### src/rtl/jtag_ir_pkg.sv
// Shared definitions for the parametrised JTAG instruction register: instruction
// indices, opcode map and the opcode decoder function.
package jtag_ir_pkg;

  typedef enum logic [3:0] {
    BYPASS,
    SAMPLE_PRELOAD,
    EXTEST,
    INTEST,
    IDCODE,
    CLAMP,
    HALT,
    STEP,
    RESUME,
    RESET
  } instr_idx_e;

  localparam logic [1:0] CAPTURE_LSBS = 2'b01;
  localparam int MAX_W    = 8;
  localparam int MAX_INST = 1 << MAX_W;

  typedef struct packed {
    logic                legal;
    logic [MAX_INST-1:0] onehot;
  } decode_t;

  // BYPASS is all ones and EXTEST all zeros; every other index is its own opcode.
  function automatic logic [MAX_W-1:0] opcode_of(input int idx, input int width);
    logic [MAX_W-1:0] ones;
    ones = {MAX_W{1'b1}} >> (MAX_W - width);
    if (idx == int'(BYPASS)) return ones;
    if (idx == int'(EXTEST)) return '0;
    return MAX_W'(idx) & ones;
  endfunction

  function automatic decode_t decode(input logic [MAX_W-1:0] code, input int width,
                                     input int count);
    decode_t d;
    d = '0;
    for (int k = 0; k < count; k++) begin
      if (!d.legal && opcode_of(k, width) == code) begin
        d.legal     = 1'b1;
        d.onehot[k] = 1'b1;
      end
    end
    // Unmapped codes fall through to BYPASS so the bus is never empty.
    if (!d.legal) d.onehot[int'(BYPASS)] = 1'b1;
    return d;
  endfunction

endpackage

### src/rtl/jtag_ir_if.sv
// TAP-side signal bundle of the instruction register: controller strobes in,
// serial/decoded instruction and error flags out.
interface jtag_ir_if #(
  parameter int IR_WIDTH   = 4,
  parameter int INST_COUNT = 10
);
  logic                  tdi;
  logic                  capture_ir;
  logic                  shift_ir;
  logic                  update_ir;
  logic [IR_WIDTH-3:0]   status_i;
  logic                  tdo;
  logic                  tdo_en;
  logic [INST_COUNT-1:0] instr_onehot;
  logic [IR_WIDTH-1:0]   instr_code;
  logic                  illegal_o;
  logic                  len_err_o;
  logic                  parity_err_o;

  modport master (
    output tdi, capture_ir, shift_ir, update_ir, status_i,
    input  tdo, tdo_en, instr_onehot, instr_code, illegal_o, len_err_o, parity_err_o
  );

  modport slave (
    input  tdi, capture_ir, shift_ir, update_ir, status_i,
    output tdo, tdo_en, instr_onehot, instr_code, illegal_o, len_err_o, parity_err_o
  );
endinterface

### src/rtl/jtag_ir_decoder.sv
// Combinational opcode -> one-hot instruction decoder; also used by the
// boundary-scan controller.
module jtag_ir_decoder
  import jtag_ir_pkg::*;
#(
  parameter int IR_WIDTH   = 4,
  parameter int INST_COUNT = 10
) (
  input  logic [IR_WIDTH-1:0]   code,
  output logic                  legal,
  output logic [INST_COUNT-1:0] onehot
);

  decode_t dec;
  logic    unused_hi;

  always_comb begin
    dec    = decode(MAX_W'(code), IR_WIDTH, INST_COUNT);
    legal  = dec.legal;
    onehot = dec.onehot[INST_COUNT-1:0];
  end

  assign unused_hi = ^dec.onehot[MAX_INST-1:INST_COUNT];

endmodule

### src/rtl/jtag_ir_param.sv
// Parametrised JTAG instruction register: capture/shift chain on posedge tck,
// TDO and update on negedge. Optional parity bit with `JTAG_IR_PARITY_EN.
module jtag_ir_param
  import jtag_ir_pkg::*;
#(
  parameter int IR_WIDTH   = 4,
  parameter int INST_COUNT = 10,
  parameter int RESET_INST = 4
) (
  input logic       tck,
  input logic       tl_reset,
  jtag_ir_if.slave  bus
);

`ifdef JTAG_IR_PARITY_EN
  localparam int CL = IR_WIDTH + 1;
`else
  localparam int CL = IR_WIDTH;
`endif
  localparam int                   CNT_W       = $clog2(CL + 2);
  localparam logic [MAX_W-1:0]     RESET_CODE  = opcode_of(RESET_INST, IR_WIDTH);
  localparam logic [IR_WIDTH-1:0]  BYPASS_CODE = '1;

  logic [CL-1:0]         chain;
  logic [CNT_W-1:0]      cnt;
  logic                  shift_p0;
  logic                  dec_legal;
  logic [INST_COUNT-1:0] dec_onehot;
  logic                  parity_bad;

  logic                  tdo_p1;
  logic                  tdo_en_p1;
  logic [INST_COUNT-1:0] onehot_p1;
  logic [IR_WIDTH-1:0]   code_p1;
  logic                  illegal_p1;
  logic                  len_err_p1;
  logic                  par_err_p1;

  // Posedge stage: capture/shift chain and shift-length counter
  always_ff @(posedge tck or posedge tl_reset) begin
    if (tl_reset) begin
      chain    <= CL'(CAPTURE_LSBS);
      cnt      <= '0;
      shift_p0 <= 1'b0;
    end else begin
      shift_p0 <= bus.shift_ir;
      if (bus.capture_ir) begin
        chain <= CL'({bus.status_i, CAPTURE_LSBS});
        cnt   <= '0;
      end else if (bus.shift_ir) begin
        chain <= {bus.tdi, chain[CL-1:1]};
        if (cnt != CNT_W'(CL + 1)) cnt <= cnt + 1'b1;
      end
    end
  end

  jtag_ir_decoder #(
    .IR_WIDTH  (IR_WIDTH),
    .INST_COUNT(INST_COUNT)
  ) u_dec (
    .code  (chain[IR_WIDTH-1:0]),
    .legal (dec_legal),
    .onehot(dec_onehot)
  );

`ifdef JTAG_IR_PARITY_EN
  // The parity bit must carry the XOR of the opcode bits.
  assign parity_bad = chain[IR_WIDTH] != ^chain[IR_WIDTH-1:0];
`else
  assign parity_bad = 1'b0;
`endif

  // Negedge stage: TDO retiming and instruction update
  always_ff @(negedge tck or posedge tl_reset) begin
    if (tl_reset) begin
      tdo_p1     <= 1'b0;
      tdo_en_p1  <= 1'b0;
      onehot_p1  <= INST_COUNT'(1) << RESET_INST;
      code_p1    <= RESET_CODE[IR_WIDTH-1:0];
      illegal_p1 <= 1'b0;
      len_err_p1 <= 1'b0;
      par_err_p1 <= 1'b0;
    end else begin
      tdo_p1    <= chain[0];
      tdo_en_p1 <= shift_p0;
      if (bus.update_ir) begin
        len_err_p1 <= cnt != CNT_W'(CL);
        if (parity_bad) begin
          onehot_p1  <= INST_COUNT'(1) << int'(BYPASS);
          code_p1    <= BYPASS_CODE;
          illegal_p1 <= 1'b0;
          par_err_p1 <= 1'b1;
        end else begin
          onehot_p1  <= dec_onehot;
          code_p1    <= dec_legal ? chain[IR_WIDTH-1:0] : BYPASS_CODE;
          illegal_p1 <= !dec_legal;
          par_err_p1 <= 1'b0;
        end
      end
    end
  end

  assign bus.tdo          = tdo_p1;
  assign bus.tdo_en       = tdo_en_p1;
  assign bus.instr_onehot = onehot_p1;
  assign bus.instr_code   = code_p1;
  assign bus.illegal_o    = illegal_p1;
  assign bus.len_err_o    = len_err_p1;
  assign bus.parity_err_o = par_err_p1;

endmodule

### src/flat_wrapper.sv
// flat-port wrapper written by rule: the top's interface ports become plain ports
module jtag_ir_param_flat import jtag_ir_pkg::*;
#(
  parameter int IR_WIDTH   = 4,
  parameter int INST_COUNT = 10,
  parameter int RESET_INST = 4
)
  (tck, tl_reset, bus_tdi, bus_capture_ir, bus_shift_ir, bus_update_ir, bus_status_i, bus_tdo, bus_tdo_en, bus_instr_onehot, bus_instr_code, bus_illegal_o, bus_len_err_o, bus_parity_err_o);
  jtag_ir_if #(.IR_WIDTH(IR_WIDTH), .INST_COUNT(INST_COUNT)) bus_i ();
  input logic tck;
  input logic tl_reset;
  input wire logic [$bits(bus_i.tdi)-1:0] bus_tdi;
  input wire logic [$bits(bus_i.capture_ir)-1:0] bus_capture_ir;
  input wire logic [$bits(bus_i.shift_ir)-1:0] bus_shift_ir;
  input wire logic [$bits(bus_i.update_ir)-1:0] bus_update_ir;
  input wire logic [$bits(bus_i.status_i)-1:0] bus_status_i;
  output wire logic [$bits(bus_i.tdo)-1:0] bus_tdo;
  output wire logic [$bits(bus_i.tdo_en)-1:0] bus_tdo_en;
  output wire logic [$bits(bus_i.instr_onehot)-1:0] bus_instr_onehot;
  output wire logic [$bits(bus_i.instr_code)-1:0] bus_instr_code;
  output wire logic [$bits(bus_i.illegal_o)-1:0] bus_illegal_o;
  output wire logic [$bits(bus_i.len_err_o)-1:0] bus_len_err_o;
  output wire logic [$bits(bus_i.parity_err_o)-1:0] bus_parity_err_o;
  assign bus_i.tdi = bus_tdi;
  assign bus_i.capture_ir = bus_capture_ir;
  assign bus_i.shift_ir = bus_shift_ir;
  assign bus_i.update_ir = bus_update_ir;
  assign bus_i.status_i = bus_status_i;
  assign bus_tdo = bus_i.tdo;
  assign bus_tdo_en = bus_i.tdo_en;
  assign bus_instr_onehot = bus_i.instr_onehot;
  assign bus_instr_code = bus_i.instr_code;
  assign bus_illegal_o = bus_i.illegal_o;
  assign bus_len_err_o = bus_i.len_err_o;
  assign bus_parity_err_o = bus_i.parity_err_o;
  jtag_ir_param #(.IR_WIDTH(IR_WIDTH), .INST_COUNT(INST_COUNT), .RESET_INST(RESET_INST)) u_core (.tck(tck), .tl_reset(tl_reset), .bus(bus_i));
endmodule
### config.mk
export PLATFORM = sky130hd
export DESIGN_NAME = jtag_ir_param_flat
export DESIGN_NICKNAME = d
export VERILOG_FILES = /design/src/rtl/jtag_ir_pkg.sv /design/src/rtl/jtag_ir_if.sv /design/src/rtl/jtag_ir_decoder.sv /design/src/rtl/jtag_ir_param.sv /design/src/flat_wrapper.sv
export SDC_FILE = /design/constraint.sdc
export NUM_CORES = 1
export LEC_CHECK = 0
export CAP_MARGIN = 20
export CORE_ASPECT_RATIO = 1.75
export CORE_MARGIN = 4
export CORE_UTILIZATION = 33
export CTS_BUF_LIST = sky130_fd_sc_hd__clkbuf_4 sky130_fd_sc_hd__clkbuf_8
export DETAILED_ROUTE_END_ITERATION = 16
export PLACE_DENSITY = 0.67
export SETUP_SLACK_MARGIN = 0.05
export SLEW_MARGIN = 10
export SYNTH_ARGS = -nofsm -noshare
export SYNTH_HDL_FRONTEND = slang
export SYNTH_SLANG_ARGS = --single-unit
### constraint.sdc
create_clock -name tck -period 2.1 [get_ports tck]
set_input_delay 0.21 -clock tck [delete_from_list [all_inputs] [get_ports tck]]
set_output_delay 0.21 -clock tck [all_outputs]
set_load 0.01 [all_outputs]
==> results of run 1 <==
## kinds of logic (layout without fill, tap and decap cells)
family / count (synthesis) / count (layout) / synth area share
AO/OA/AOI/OAI: 27 / 27 / 0.142
XOR/XNOR: 1 / 1 / 0.00734
adder cells (fa/ha/maj): 3 / 3 / 0.0314
buffers and inverters: 24 / 81 / 0.0901
flip-flops: 26 / 26 / 0.548
multiplexers: 5 / 5 / 0.0461
other: 1 / 1 / 0.00314
AND/OR/NAND/NOR: 29 / 29 / 0.132
## worst min-delay path: stages (launching register included)
cell,delay [ns]
dfrtn_1,0.40
inv_1,0.05
o21ai_2,0.09
## stage by stage
step           power, mW  hold slack [ns]
2_1_floorplan      0.723            0.241
3_3_place_gp       0.859            0.452
3_5_place_dp       0.866            0.460
4_1_cts             1.17            0.464
5_1_grt             1.27            0.483
6_report            1.21            0.452
## cell usage in the layout (no fill, tap or decap), drive strengths merged, types with 2 or more instances in the layout
cell | Yosys | routed
nand4 | 3 | 3
a211oi | 2 | 2
ha | 3 | 3
dfrtn | 16 | 16
nand2 | 3 | 3
a21oi | 8 | 8
nand3 | 5 | 5
dfstp | 3 | 3
buf | 7 | 54
dfrtp | 7 | 7
clkdlybuf4s50 | 0 | 6
o21ai | 11 | 11
mux2i | 4 | 4
clkbuf | 2 | 3
inv | 15 | 16
and2b | 2 | 2
nor2 | 11 | 11
nor2b | 2 | 2
## area by class of cell
cell class                 instances  area [µm²]  area share
timing repair buffer              61         488       0.270
clock buffer                       3        41.3      0.0228
tap                               45        56.3      0.0311
sequential                        26         656       0.362
inverter                          14        57.6      0.0318
multi-input combinational         66         495       0.274
clock inverter                     3        15.0     0.00830
## power by group through the flow
| stage | registers (mW) | clock network, mW | logic (mW) |
|---|---|---|---|
| 2_1_floorplan | 0.596 | 0.00895 | 0.117 |
| 3_3_place_gp | 0.585 | 0.00895 | 0.265 |
| 4_1_cts | 0.577 | 0.323 | 0.266 |
| 3_5_place_dp | 0.587 | 0.00895 | 0.271 |
| 5_1_grt | 0.583 | 0.344 | 0.347 |
| 6_report | 0.577 | 0.317 | 0.315 |
## per-layer routing
layer	up-vias	global-route usage	wire [µm]
li1	498	-	-
met1	482	0.139	1090
met2	20	0.234	1540
met3	8	0.0153	88
met4	0	0.0744	91
met5	-	0	0
## what timing repair did
action | CTS | global route
gates resized for setup | 82 | 22
pin swaps | 7 | 8
setup endpoints to repair | 31 | 34
setup buffers | 6 | 9
## registers in the layout, indices dropped and copies added, names as in the netlist
name                     count
u_core.bus.len_err_o         1
u_core.chain                 4
u_core.bus.instr_onehot     10
u_core.bus.tdo               1
u_core.bus.illegal_o         1
u_core.shift_p0              1
u_core.bus.instr_code        4
u_core.bus.tdo_en            1
u_core.cnt                   3
## synthesized netlist by cell type (all sizes together)
cell    instances  area share
dfrtn          16        0.34
inv            15       0.047
nor2           11       0.041
o21ai          11       0.046
a21oi           8       0.034
buf             7       0.037
dfrtp           7        0.15
nand3           5       0.021
mux2i           4       0.034
dfstp           3       0.066
ha              3       0.031
nand2           3      0.0094
nand4           3       0.016
a211oi          2       0.017
and2b           2       0.017
clkbuf          2      0.0063
nor2b           2       0.010
a21bo           1      0.0084
a21boi          1      0.0094
a31oi           1      0.0052
a41o            1      0.0084
and4b           1      0.0084
conb            1      0.0031
mux2            1       0.013
nand2b          1      0.0052
nor3            1      0.0042
o211ai          1      0.0063
o221ai          1      0.0073
xnor2           1      0.0073
## how the worst min path moves through the flow
| stage | slack, ns | to | cells after the start |
|---|---|---|---|
| after detailed placement | 0.46 | u_core.bus.instr_onehot[4]$_DFFE_NP1P_ | 2 |
| after global placement | 0.45 | u_core.bus.instr_onehot[4]$_DFFE_NP1P_ | 2 |
| final | 0.45 | u_core.bus.instr_onehot[5]$_DFFE_NP0P_ | 2 |
| after CTS | 0.46 | u_core.bus.instr_onehot[1]$_DFFE_NP0P_ | 2 |
| after global routing | 0.48 | u_core.bus.instr_onehot[5]$_DFFE_NP0P_ | 2 |
| after floorplan | 0.24 | u_core.shift_p0$_DFF_PP0_ | 0 |
==> results.cfg, run 1 <==
[outcome]
status = complete, but fails checks
violations = negative setup slack

[placed_design]
placed_cells = 199
placed_cell_area_um2 = 1630
globalplace.congestion = 0.761
dp_hpwl_mm = 2.01
dpl_worst_slack_ns = -0.255
port_buffers = 25

[power]
p_int_mw = 0.860
power.density_nw_per_um2 = 668
p_comb_frac = 0.260
p_leak_nw = 0.882
swShare = 0.288
switching_power_mw = 0.348
p_clk_frac = 0.262
power_frac_seq = 0.478
peakVddDrop_uv = 452

[setup_path]
rr_endpoint = u_core.bus.illegal_o$_DFFE_NP0P_
end_kind = register
timing.critical_path.from = u_core.chain[0]$_DFFE_PP1P_
crit_chain = and2b_4, a211oi_2, mux2_4
r2r_start = u_core.chain[0]$_DFFE_PP1P_
endpoint = u_core.bus.illegal_o$_DFFE_NP0P_
cpMaxStageDelayCell = dfstp_2
crit_required_ns = 1.19
crit_buf_inv = 0
startpoint_type = register
cp.depth = 3
cp_slowest_stage_delay_ns = 0.58
arrival_ns = 1.32
critical_path_class = register to register
r2r_cells = 3
path_delay_family = flip-flops
reg2reg_setup_slack_ns = -0.14
cp_max_fo = 5

[die]
core_um2 = 3430
io_pins = 27
start_util = 0.348
fp.dieArea_um2 = 4680
fp-row-count = 28
die_w_um = 53.5
die_h_um = 87.6

[cells_and_area]
fin_area_um2 = 1810
fill_cells = 342
utilization = 0.527
num-nets-final = 185
final_cells = 218
area_growth_pct = 51.6
drive_gt1_frac = 0.474
diodes = 0

[clocking]
htree_levels = 1
path_clk_slew_ns = 0.09
cts_hold_buf = 0
clock-root-buffer = clkbuf_8
cts_tree = done
cts_buffers = 3
insertion_delay_ns = 0.34
cts_sinks = 26
cts_buffer_depth = 2

[synthesis]
yosysUniqueCellTypes = 34
syn_inst = 116
ys_seq_elements = 26
synth_seq_area_share = 0.548
syn_area_um2 = 1190
yosys_warnings = 0
syn_area_per_cell_um2 = 10.3
synth_nets = 127

[timing]
hold_viol = 0
setup_viol = 11
rsz0062_at_grt = yes
layout_setup_ws_ns = -0.136
drv_slew = 0
finalSetupTns_ns = -0.752
clock-skew-final_ns = 0.0636

[global_routing]
grt_usage = 0.130
grt_max_degree = 16
antenna_found_initial = 0
grt_pass1_vias = 1064
grt_pass1_wl_mm = 4.49
grt_overflow = 0

[routing]
drt_first_pass_iters = 4
vias = 1008
ant_nets = 0
wl_mm = 2.81
routedWlPerCell_um = 12.9
vias_per_cell = 4.62
drc_errors = 0
drt-initial-drc-count = 13

[hold_path]
worstHoldPathType = register to register
hp-start = u_core.bus.instr_onehot[5]$_DFFE_NP0P_

[flow_run]
maxCapViolCount = 0
(Power assumes the default switching activity.)
==> inputs of run 2 (changes only) <==
Settings changed: CELL_PAD_IN_SITES_DETAIL_PLACEMENT set to 1, CELL_PAD_IN_SITES_GLOBAL_PLACEMENT set to 1, PLACE_DENSITY 0.67 to 0.81, SKIP_CTS_REPAIR_TIMING set to 1.
==> results.cfg, run 2 (same netlist as run 1, synthesis figures left out) <==
[placed_design]
placed_cells = 197
dp_hpwl_mm = 2.36
globalplace.congestion = 0.772
port_buffers = 25
placed_cell_area_um2 = 1630
dpl_worst_slack_ns = -0.299

[die]
core_um2 = 3430
fp.dieArea_um2 = 4680
die_h_um = 87.6
start_util = 0.348
io_pins = 27
die_w_um = 53.5
fp-row-count = 28

[routing]
drt-initial-drc-count = 24
wl_mm = 3.61
vias_per_cell = 4.79
drt_first_pass_iters = 2
routedWlPerCell_um = 16.8
drc_errors = 0
vias = 1030
ant_nets = 0

[clocking]
cts_tree = done
path_clk_slew_ns = 0.09
cts_buffers = 3
insertion_delay_ns = 0.34
cts_sinks = 26
clock-root-buffer = clkbuf_8
htree_levels = 1
cts_buffer_depth = 2

[global_routing]
grt_max_degree = 21
grt_pass1_vias = 1067
grt_overflow = 0
antenna_found_initial = 0
grt_pass1_wl_mm = 5.02
grt_usage = 0.144

[setup_path]
r2r_start = u_core.chain[1]$_DFFE_PP0P_
cp_max_fo = 7
path_delay_family = flip-flops
cpMaxStageDelayCell = dfrtp_2
cp_slowest_stage_delay_ns = 0.50
critical_path_class = register to register
crit_required_ns = 1.18
rr_endpoint = u_core.bus.instr_code[3]$_DFFE_NP0P_
arrival_ns = 1.34
reg2reg_setup_slack_ns = -0.15
startpoint_type = register
crit_chain = and2b_4, buf_6, a21oi_4, a21oi_2
r2r_cells = 4
crit_buf_inv = 1
end_kind = register

[cells_and_area]
area_growth_pct = 54.8
drive_gt1_frac = 0.488
fin_area_um2 = 1850
final_cells = 215
largest_reg_flops = 10
diodes = 0
layout_commonest_cell = buf_4
num-nets-final = 182
final_cell_mix = buf_4, dfrtn_1, inv_1
utilization = 0.538

[timing]
setup_viol = 12
drv_slew = 0
hold_viol = 0
rsz0062_at_grt = yes
clock-skew-final_ns = 0.0723
layout_setup_ws_ns = -0.154

[hold_path]
hold_path_end = u_core.chain[2]$_DFFE_PP0P_
worstHoldPathType = input port to register
hp-start = bus_status_i[0]
hold_depth = 3

[flow_run]
maxCapViolCount = 0

[power]
switching_power_mw = 0.369
p_clk_frac = 0.254
p_comb_frac = 0.278
swShare = 0.297
p_leak_nw = 0.884
peakVddDrop_uv = 466
power_frac_seq = 0.469
p_int_mw = 0.871
power.density_nw_per_um2 = 671

[outcome]
status = complete, but fails checks
violations = negative setup slack
[run 2: power groups by stage]
stage	registers, mW	clock network, mW	logic (mW)
6_report	0.581	0.314	0.344
5_1_grt	0.587	0.350	0.373
4_1_cts	0.579	0.317	0.281
3_5_place_dp	0.587	0.00895	0.278
3_3_place_gp	0.584	0.00895	0.267
2_1_floorplan	0.596	0.00895	0.117
[run 2: area by class of cell]
type / count / area, µm²
Clock buffer: 3 / 41.3
Clock inverter: 3 / 15.0
Fill cell: 410 / 1590
Inverter: 14 / 52.6
Multi-Input combinational cell: 66 / 529
Sequential cell: 26 / 656
Tap cell: 45 / 56.3
Timing Repair Buffer: 58 / 498
[run 2: worst max path at each step]
stage | startpoint | endpoint | slack [ns] | cells after the start
6_report | u_core.chain[1]$_DFFE_PP0P_ | u_core.bus.instr_code[3]$_DFFE_NP0P_ | -0.15 | 4
5_1_grt | u_core.chain[1]$_DFFE_PP0P_ | u_core.bus.instr_code[3]$_DFFE_NP0P_ | -0.20 | 4
4_1_cts | u_core.bus.instr_code[2]$_DFFE_NP1P_ | bus_instr_code[2] | -0.55 | 1
3_5_place_dp | bus_update_ir | u_core.bus.illegal_o$_DFFE_NP0P_ | -0.30 | 3
3_3_place_gp | bus_update_ir | u_core.bus.illegal_o$_DFFE_NP0P_ | -0.28 | 3
2_1_floorplan | u_core.chain[0]$_DFFE_PP1P_ | u_core.bus.illegal_o$_DFFE_NP0P_ | -0.14 | 3
[run 2: layer usage]
metal  up-vias  track usage  wire (µm)
met1       520        0.150       1310
met5         -            0          0
met2        18        0.280       2200
li1        488            -          -
met4         0       0.0488         54
met3         4       0.0153         50
[run 2: worst register-to-register path, cell delays in order (launching register included)]
cell,delay (ns)
dfrtp_2,0.50
and2b_4,0.22
buf_6,0.12
a21oi_4,0.15
a21oi_2,0.07
[run 2: stage by stage]
stage / hold WS, ns / total power [mW] / TNS [ns]
finish: 0.473 / 1.24 / -0.873
global route: 0.468 / 1.31 / -1.61
CTS: 0.470 / 1.18 / -8.37
detailed placement: 0.474 / 0.875 / -4.93
global placement: 0.453 / 0.860 / -4.35
floorplan: 0.241 / 0.723 / -0.208
